**config.mk**
```make
export PLATFORM = sky130hd
export DESIGN_NAME = aerin_arbiter
export DESIGN_NICKNAME = d
export VERILOG_FILES = /design/src/rtl/aerin_arb_pkg.sv /design/src/rtl/aerin_rr_pick.sv /design/src/rtl/aerin_arbiter.sv
export SDC_FILE = /design/constraint.sdc
export NUM_CORES = 1
export LEC_CHECK = 0
export ABC_CLOCK_PERIOD_IN_PS = 1480
export BUFFER_PORTS_ARGS = -buffer_cell sky130_fd_sc_hd__buf_4
export CORE_ASPECT_RATIO = 1.5
export CORE_MARGIN = 3
export CORE_UTILIZATION = 44
export DETAILED_ROUTE_END_ITERATION = 8
export PLACE_DENSITY = 0.82
export SYNTH_ARGS = -nofsm -noshare
export SYNTH_HDL_FRONTEND = slang
export SYNTH_SLANG_ARGS = --single-unit
```
**constraint.sdc**
```tcl
create_clock -name clk -period 1.48 [get_ports clk]
set_clock_uncertainty 0.1 [all_clocks]
set_input_delay 0.296 -clock clk [delete_from_list [all_inputs] [get_ports clk]]
set_output_delay 0.296 -clock clk [all_outputs]
set_load 0.05 [all_outputs]
```
**src/rtl/aerin_arb_pkg.sv**
```systemverilog
// Shared types and constants for the AERIN round-robin arbiter.
package aerin_arb_pkg;

  localparam int unsigned ADDR_W_DEF = 10;
  localparam int unsigned EVT_CNT_W  = 16;
  localparam int unsigned GRANT_W    = 2;

  typedef enum logic [1:0] {
    IDLE     = 2'd0,
    WAIT_ACK = 2'd1,
    WAIT_REL = 2'd2
  } arb_state_e;

  // Round-robin successor of a granted index, wrapping at n.
  function automatic logic [GRANT_W-1:0] rr_next(input logic [GRANT_W-1:0] idx,
                                                 input int unsigned n);
    return ((32'(idx) + 32'd1) >= n) ? '0 : idx + GRANT_W'(1);
  endfunction

endpackage

```
**src/rtl/aerin_rr_pick.sv**
```systemverilog
// Combinational round-robin search: first valid source at or above the pointer, with wrap.
module aerin_rr_pick
  import aerin_arb_pkg::*;
#(
  parameter int unsigned N_REQ = 2
) (
  input  logic [GRANT_W-1:0] i_ptr,
  input  logic [N_REQ-1:0]   i_valid,
  output logic [N_REQ-1:0]   o_onehot,
  output logic [GRANT_W-1:0] o_idx,
  output logic               o_any
);

  localparam int unsigned IDX_W = (N_REQ > 1) ? $clog2(N_REQ) : 1;

  int unsigned      v_sum;
  logic [IDX_W-1:0] v_idx;

  always_comb begin
    o_onehot = '0;
    o_idx    = '0;
    o_any    = 1'b0;
    v_sum    = 0;
    v_idx    = '0;
    for (int unsigned k = 0; k < N_REQ; k++) begin
      v_sum = 32'(i_ptr) + k;
      if (v_sum >= N_REQ) v_sum = v_sum - N_REQ;
      v_idx = IDX_W'(v_sum);
      if (!o_any && i_valid[v_idx]) begin
        o_any           = 1'b1;
        o_onehot[v_idx] = 1'b1;
        o_idx           = GRANT_W'(v_sum);
      end
    end
  end

endmodule

```
**src/rtl/aerin_arbiter.sv**
```systemverilog
// Round-robin sharing of the AERIN 4-phase event port between N_REQ sources.
// Optional ACK watchdog enabled by defining AERIN_ARB_TIMEOUT_EN.
module aerin_arbiter
  import aerin_arb_pkg::*;
#(
  parameter int unsigned N_REQ          = 2,
  parameter int unsigned ADDR_W         = ADDR_W_DEF,
  parameter int unsigned TIMEOUT_CYCLES = 1023
) (
  input  logic                    clk,
  input  logic                    rst,
  input  logic [N_REQ-1:0]        req_valid,
  input  logic [N_REQ*ADDR_W-1:0] req_addr,
  output logic [N_REQ-1:0]        req_ready,
  output logic [ADDR_W-1:0]       AERIN_ADDR,
  output logic                    AERIN_REQ,
  input  logic                    AERIN_ACK,
  output logic                    busy,
  output logic [GRANT_W-1:0]      grant_id,
  output logic [EVT_CNT_W-1:0]    evt_cnt,
  output logic                    timeout_err,
  input  logic                    err_clr
);

  localparam int unsigned IDX_W = (N_REQ > 1) ? $clog2(N_REQ) : 1;

  arb_state_e           r_state;
  arb_state_e           w_state_nxt;
  logic                 r_ack_meta;
  logic                 r_ack_s;
  logic [GRANT_W-1:0]   r_ptr;
  logic [GRANT_W-1:0]   w_ptr_nxt;
  logic [ADDR_W-1:0]    r_addr;
  logic [ADDR_W-1:0]    w_addr_nxt;
  logic                 r_req;
  logic                 w_req_nxt;
  logic [GRANT_W-1:0]   r_grant;
  logic [GRANT_W-1:0]   w_grant_nxt;
  logic [EVT_CNT_W-1:0] r_evt_cnt;
  logic [EVT_CNT_W-1:0] w_evt_nxt;
  logic                 r_busy;
  logic                 w_timeout;

  logic [N_REQ-1:0]     w_pick_onehot;
  logic [GRANT_W-1:0]   w_pick_idx;
  logic                 w_pick_any;
  logic [ADDR_W-1:0]    w_addr_arr [N_REQ];
  logic [ADDR_W-1:0]    w_win_addr;

  aerin_rr_pick #(
    .N_REQ (N_REQ)
  ) u_pick (
    .i_ptr    (r_ptr),
    .i_valid  (req_valid),
    .o_onehot (w_pick_onehot),
    .o_idx    (w_pick_idx),
    .o_any    (w_pick_any)
  );

  for (genvar g = 0; g < N_REQ; g++) begin : g_addr
    assign w_addr_arr[g] = req_addr[g*ADDR_W +: ADDR_W];
  end

  assign w_win_addr = w_addr_arr[w_pick_idx[IDX_W-1:0]];

  // ACK crosses from the core's domain; the FSM only ever looks at r_ack_s.
  always_ff @(posedge clk) begin
    if (rst) begin
      r_ack_meta <= 1'b0;
      r_ack_s    <= 1'b0;
    end else begin
      r_ack_meta <= AERIN_ACK;
      r_ack_s    <= r_ack_meta;
    end
  end

  always_ff @(posedge clk) begin
    if (rst) begin
      r_state   <= IDLE;
      r_req     <= 1'b0;
      r_addr    <= '0;
      r_grant   <= '0;
      r_ptr     <= '0;
      r_evt_cnt <= '0;
      r_busy    <= 1'b0;
    end else begin
      r_state   <= w_state_nxt;
      r_req     <= w_req_nxt;
      r_addr    <= w_addr_nxt;
      r_grant   <= w_grant_nxt;
      r_ptr     <= w_ptr_nxt;
      r_evt_cnt <= w_evt_nxt;
      r_busy    <= (w_state_nxt != IDLE);
    end
  end

  always_comb begin
    w_state_nxt = r_state;
    w_req_nxt   = r_req;
    w_addr_nxt  = r_addr;
    w_grant_nxt = r_grant;
    w_ptr_nxt   = r_ptr;
    w_evt_nxt   = r_evt_cnt;
    case (r_state)
      IDLE: begin
        if (w_pick_any) begin
          w_addr_nxt  = w_win_addr;
          w_req_nxt   = 1'b1;
          w_grant_nxt = w_pick_idx;
          w_ptr_nxt   = rr_next(w_pick_idx, N_REQ);
          w_state_nxt = WAIT_ACK;
        end
      end
      WAIT_ACK: begin
        if (r_ack_s) begin
          w_req_nxt   = 1'b0;
          w_state_nxt = WAIT_REL;
        end
      end
      WAIT_REL: begin
        if (!r_ack_s) begin
          w_evt_nxt   = r_evt_cnt + EVT_CNT_W'(1);
          w_state_nxt = IDLE;
        end
      end
      default: begin
        w_req_nxt   = 1'b0;
        w_state_nxt = IDLE;
      end
    endcase
    // Watchdog abort overrides the handshake and drops the event uncounted.
    if (w_timeout) begin
      w_req_nxt   = 1'b0;
      w_evt_nxt   = r_evt_cnt;
      w_state_nxt = IDLE;
    end
  end

`ifdef AERIN_ARB_TIMEOUT_EN
  localparam int unsigned WD_W = 10;

  logic [WD_W-1:0] r_wd_cnt;
  logic            r_to_err;

  assign w_timeout = (r_state != IDLE) && (r_wd_cnt == WD_W'(TIMEOUT_CYCLES));

  always_ff @(posedge clk) begin
    if (rst || (w_state_nxt != r_state)) begin
      r_wd_cnt <= '0;
    end else if (r_state != IDLE) begin
      r_wd_cnt <= r_wd_cnt + WD_W'(1);
    end
  end

  // Clear wins over a coincident set.
  always_ff @(posedge clk) begin
    if (rst || err_clr) begin
      r_to_err <= 1'b0;
    end else if (w_timeout) begin
      r_to_err <= 1'b1;
    end
  end

  assign timeout_err = r_to_err;
`else
  logic w_unused;

  assign w_unused    = err_clr | (TIMEOUT_CYCLES == 0);
  assign w_timeout   = 1'b0;
  assign timeout_err = 1'b0;
`endif

  assign req_ready  = (r_state == IDLE) ? w_pick_onehot : '0;
  assign AERIN_ADDR = r_addr;
  assign AERIN_REQ  = r_req;
  assign busy       = r_busy;
  assign grant_id   = r_grant;
  assign evt_cnt    = r_evt_cnt;

endmodule

```
# == Word level (Yosys, flattened, before mapping) ==
# Cells that the tools add are included.
# totals
elab_cells,68
ff_bits,36
# classes
eq_ne,4
bitwise,4
n_reduce_logical,9
magnitude_cmp,8
n_mux,28
addsub,6
# op_table
cell,n
$mux W10,3
$mux W2,11
$add A16 B1 Y16 const B,1
$mux W1,10
$add A2 B1 Y3 const B,2
$ge A3 B2 Y1 const B,2
$pmux W2 S3,1
$ge A2 B2 Y1 const B,2
$lt A1 B2 Y1 const B,2
$reduce_and A2 Y1,2
$sub A2 B2 Y2 const B,2
$logic_and A1 B1 Y1,3
$pmux W1 S3,1
$reduce_and A3 Y1,1
$add A2 B1 Y2 const B,1
$demux W1 S1,2
$eq A2 B1 Y1 const B,1
$eq A2 B2 Y1 const B,1
$ge A1 B1 Y1 const B,2
$logic_not A2 Y1,1
$ne A2 B1 Y1 const B,1
$ne A2 B2 Y1 const B,1
$not A1 Y1,2
$not A1 Y2,1
3 further kinds,3

# == Logic depth before layout (Yosys ltp) ==
# depth
ltp_word,12
mapped_depth,6
depth_no_buf,5

# == Cells and area by module ==
# A second synthesis with hierarchy kept.
# hier_totals
cells_unflattened,179
area_unflattened_um2,1625.3
# by_module_without_submodules
module,cells_each,seq_area_each_um2,n_inst,area_each_um2
aerin_arbiter,172,720.7,1,1579.0
aerin_rr_pick,7,0.0,1,46.3

# == Worst setup path before layout ==
# OpenSTA, ideal clock, no wires.
# synth_path
path_type,flip-flop to flip-flop
start,"reg r_evt_cnt[3], in the netlist evt_cnt[3]"
end,"reg r_evt_cnt[13], in the netlist evt_cnt[13]"
period_less_slack_ps,1960
arrival_ps,1789
path_slack_ps,-480
setup_ps,70
stages_incl_launch_ff,6
cell_sequence,dfxtp_1 and4_1 buf_4 nand4_2 or4_1 a21oi_1
# synth_between
elab_chain_cells,1
# synth_rtl
element,line,rtl
start: declaration,aerin_arbiter.sv:39,logic [EVT_CNT_W-1:0] r_evt_cnt;
start signal: assignment,aerin_arbiter.sv:92,r_evt_cnt <= w_evt_nxt;
$add A16 B1 Y16,aerin_arbiter.sv:122,w_evt_nxt = r_evt_cnt + EVT_CNT_W'(1);
# Every way passes these cells.
# A chain may end at the register's enable or synchronous reset.

# == Final worst setup path ==
# layout_path
start,reg r_state[1]
end,out req_ready[1]
# layout_between
elab_chain_cells,2
# layout_rtl
element,line,rtl
start: declaration,aerin_arbiter.sv:27,arb_state_e r_state;
start signal: assignment,aerin_arbiter.sv:87,r_state <= w_state_nxt;
$logic_not A2 Y1,aerin_arbiter.sv:173,assign req_ready = (r_state == IDLE) ? w_pick_onehot : '0;
$mux W2,aerin_arbiter.sv:173,
end: declaration,aerin_arbiter.sv:14,"output logic [N_REQ-1:0] req_ready,"
# Every way passes these cells.

==> impl_results.md <==
- Nets: 288
- Fmax: 605.4 MHz
- Cts hold-fix bufs: 0
- DP HPWL: 2.801 mm
- Core Region: 3513 um2
- Final core utilization: 70.80%
- EDFF count, synth: 0
- Syn Area/Cell: 9.192 um2
- CP Capture Type: primary output
- H-tree depth: 2
- CTS tree: done
- Maximum vdd ir drop: 0.9646 mV
- Pin count of the biggest net entering global routing: 29
- Yosys reg bits: 36
- Post-synthesis compound-gate area fraction: 10.72%
- Placer Congestion: 0.7920
- Syn nets: 208
- Post-synthesis xor/xnor area fraction: 5.323%
- Initial Util: 46.83%
- Synth Area in Simple Gates: 24.18%
- Synth Cell Area: 1645 um2
- DP Worst Slack: -0.1628 ns
- Mux contribution to synthesized area: 8.061%
- Status: finished, violations left
- Die area: 4524 um2
- Worst reg2reg startpoint: r_state[0]
- Period utilization: 111.6%
- Tot GR Track Use: 17.82%
- Vias post-DR: 1558
- Adder-Cell Fraction of Synth Area: 2.281%
- Layout area overhead: 51.18%
- Hold Fails Final Rpt: 0
- Crit path launch: r_state[1]
- Worst skew pair latency: 0.29 ns
- Initial antenna violation count: 0
- FP Rows: 26
- Share of synthesized registers carrying an async set or reset: 0%
- DRT Pass-1 Iters: 4
- Tmin final: 1.652 ns
- Setup WS post-layout: -0.1719 ns
- Worst Path Required: 1.08 ns
- Max-slew violations: 0
- 1st-iter DRT viols: 20
- N_diodes: 0
- CP startpoint kind: flop
- Share of cells above drive strength 1: 48.85%
- Worst R2R Setup Slack: -0.11 ns
- P_leak: 1.128 nW
- Die Wd: 55.93 um
- Clock Pin Slew Worst Setup and Hold Paths: 0.07 ns
- Num CTS Buffers: 5
- Mapped Cells: 179
- Register area share after synthesis: 43.80%
- Deepest clock path buffer count: 2
- Crit Path Category: reg2out
- Clock sinks: 36
- GRT Residual Overflow: 0
- MaxCap Viol Count: 0
- Relative slew margins: 52.39%
- ANT nets after route: 0
- Die Y: 80.90 um
- Min-delay src: AERIN_ACK
- Power Density: 881.2 nW/um2
- RSZ-0062 raised after global routing: yes
- Clock Root Buffer: clkbuf_8
- Dominant synthesized flop cell: dfxtp_1
- Failing checks: setup timing
- Via density: 5.159
- Final setup vio count: 9
- First-pass GRT wire length: 6.279 mm
- Vias in the first global route: 1488
- Largest family of logic cells by synthesized area: simple AND/OR/NAND/NOR gates
- Final WL: 3.994 mm
- Worst Tran Pin Value: 0.7067 ns
- HP Class: in2reg
- DRC viols: 0
- Worst path arrival time: 1.26 ns
- Worst-path fanout max: 4
- I/O pin count: 59
- Synth warn: 0
- Wire per inst: 13.23 um
- Synth cell types: 40
- Port buffer count: 56
[stage by stage]
step           total power [mW]  hold slack, ns  cells  setup TNS (ns)  cell area [um2]
2_1_floorplan             1.362          0.3138    179         -0.4529             1692
3_3_place_gp              1.524          0.3386    288         -0.4687             2272
3_5_place_dp              1.530          0.3500    288         -0.5115             2272
4_1_cts                   2.210          0.1156    296         -0.7729             2381
5_1_grt                   2.297          0.1242    302          -1.492             2487
6_report                  2.192          0.1221    302         -0.6604             2487
[what timing repair did]
item / 4_1_cts / 5_1_grt
buffers inserted: 0 / 6
endpoints found under the hold margin: 0 / 0
pin swaps: 0 / 18
gates resized for setup: 9 / 18
setup endpoints to repair: 8 / 10
[cell usage in the layout, fill, tap and decap left out, types with 6 or more instances in the layout]
cell type and instances:
buf_4 78, nor2_1 26, dfxtp_1 19, mux2i_1 11
a211oi_1 10, dfxtp_2 10, dfxtp_4 7, nand2_1 6
a21oi_1 6, nand4_1 6, xor2_1 6
[state kept, by name, summed over array words and instances, names as in the netlist]
register,flops
r_ptr,2
grant_id,2
r_ack_meta,1
busy,1
evt_cnt,16
AERIN_ADDR,10
r_ack_s,1
r_state,2
AERIN_REQ,1
[logic make-up after synthesis]
kind of cell,count (synthesis)
and+or+nand+nor,71
buffers and inverters,16
other,1
adders and majority gates,3
muxes,13
AOI/OAI and AO/OA,29
DFF,36
xor gates and xnor gates,10
[area by class of cell]
| type | count | area [um2] |
|---|---|---|
| Clock buffer | 7 | 76.32 |
| Inverter | 4 | 18.77 |
| Tap cell | 42 | 52.55 |
| Fill cell | 269 | 1026 |
| Timing Repair Buffer | 85 | 676.9 |
| Clock inverter | 1 | 3.754 |
| Multi-Input combinational cell | 127 | 899.6 |
| Sequential cell | 36 | 759.5 |
[Yosys cell counts (2+ instances only)]
cell      number  area [um2]
nand3_1        3       15.01
buf_6          2       22.52
inv_1          4       15.01
clkbuf_1       4       15.01
xnor2_1        4       35.03
a211oi_1      10       75.07
nor2_1        27       101.4
and2_1         3       18.77
buf_4          3       22.52
nand4_2        2       25.02
buf_2          2       10.01
nor2b_1        4       25.02
mux2_1         2       22.52
nor3b_1        2       15.01
nand4_1        6       37.54
or3_1          3       18.77
ha_1           3       37.54
o21ai_0        6       30.03
a21oi_1       10       50.05
dfxtp_1       36       720.7
xor2_1         6       52.55
nand2_1        8       30.03
and4_1         2       17.52
mux2i_1       11       110.1
[worst max-delay path: stages, from the launching register on]
cell and delay (ns):
dfxtp_2 0.34, or3_4 0.41, clkinvlp_4 0.08, buf_8 0.13
[power by group]
group	leakage (nW)	internal, mW	switching (mW)
clock network	0.0399	0.327	0.333
registers	0.305	1.01	0.0255
logic	0.784	0.202	0.298
total	1.13	1.54	0.656
[per-layer routing]
layer	GRT usage [%]	up-vias	part of all wire, %
met3	4.769	11	6.3
met2	33.89	49	54
met5	0	-	0
li1	-	785	-
met4	11.16	0	2.8
met1	16.78	713	37
[path summary, 6_finish.rpt]
path                                     end  depth (start not counted)
worst min register to register       r_ack_s                          1
worst max-delay path            req_ready[1]                          3
worst max register to register   evt_cnt[13]                          4
worst min-delay path              r_ack_meta                          2
Power figures use the tool's default switching activity.
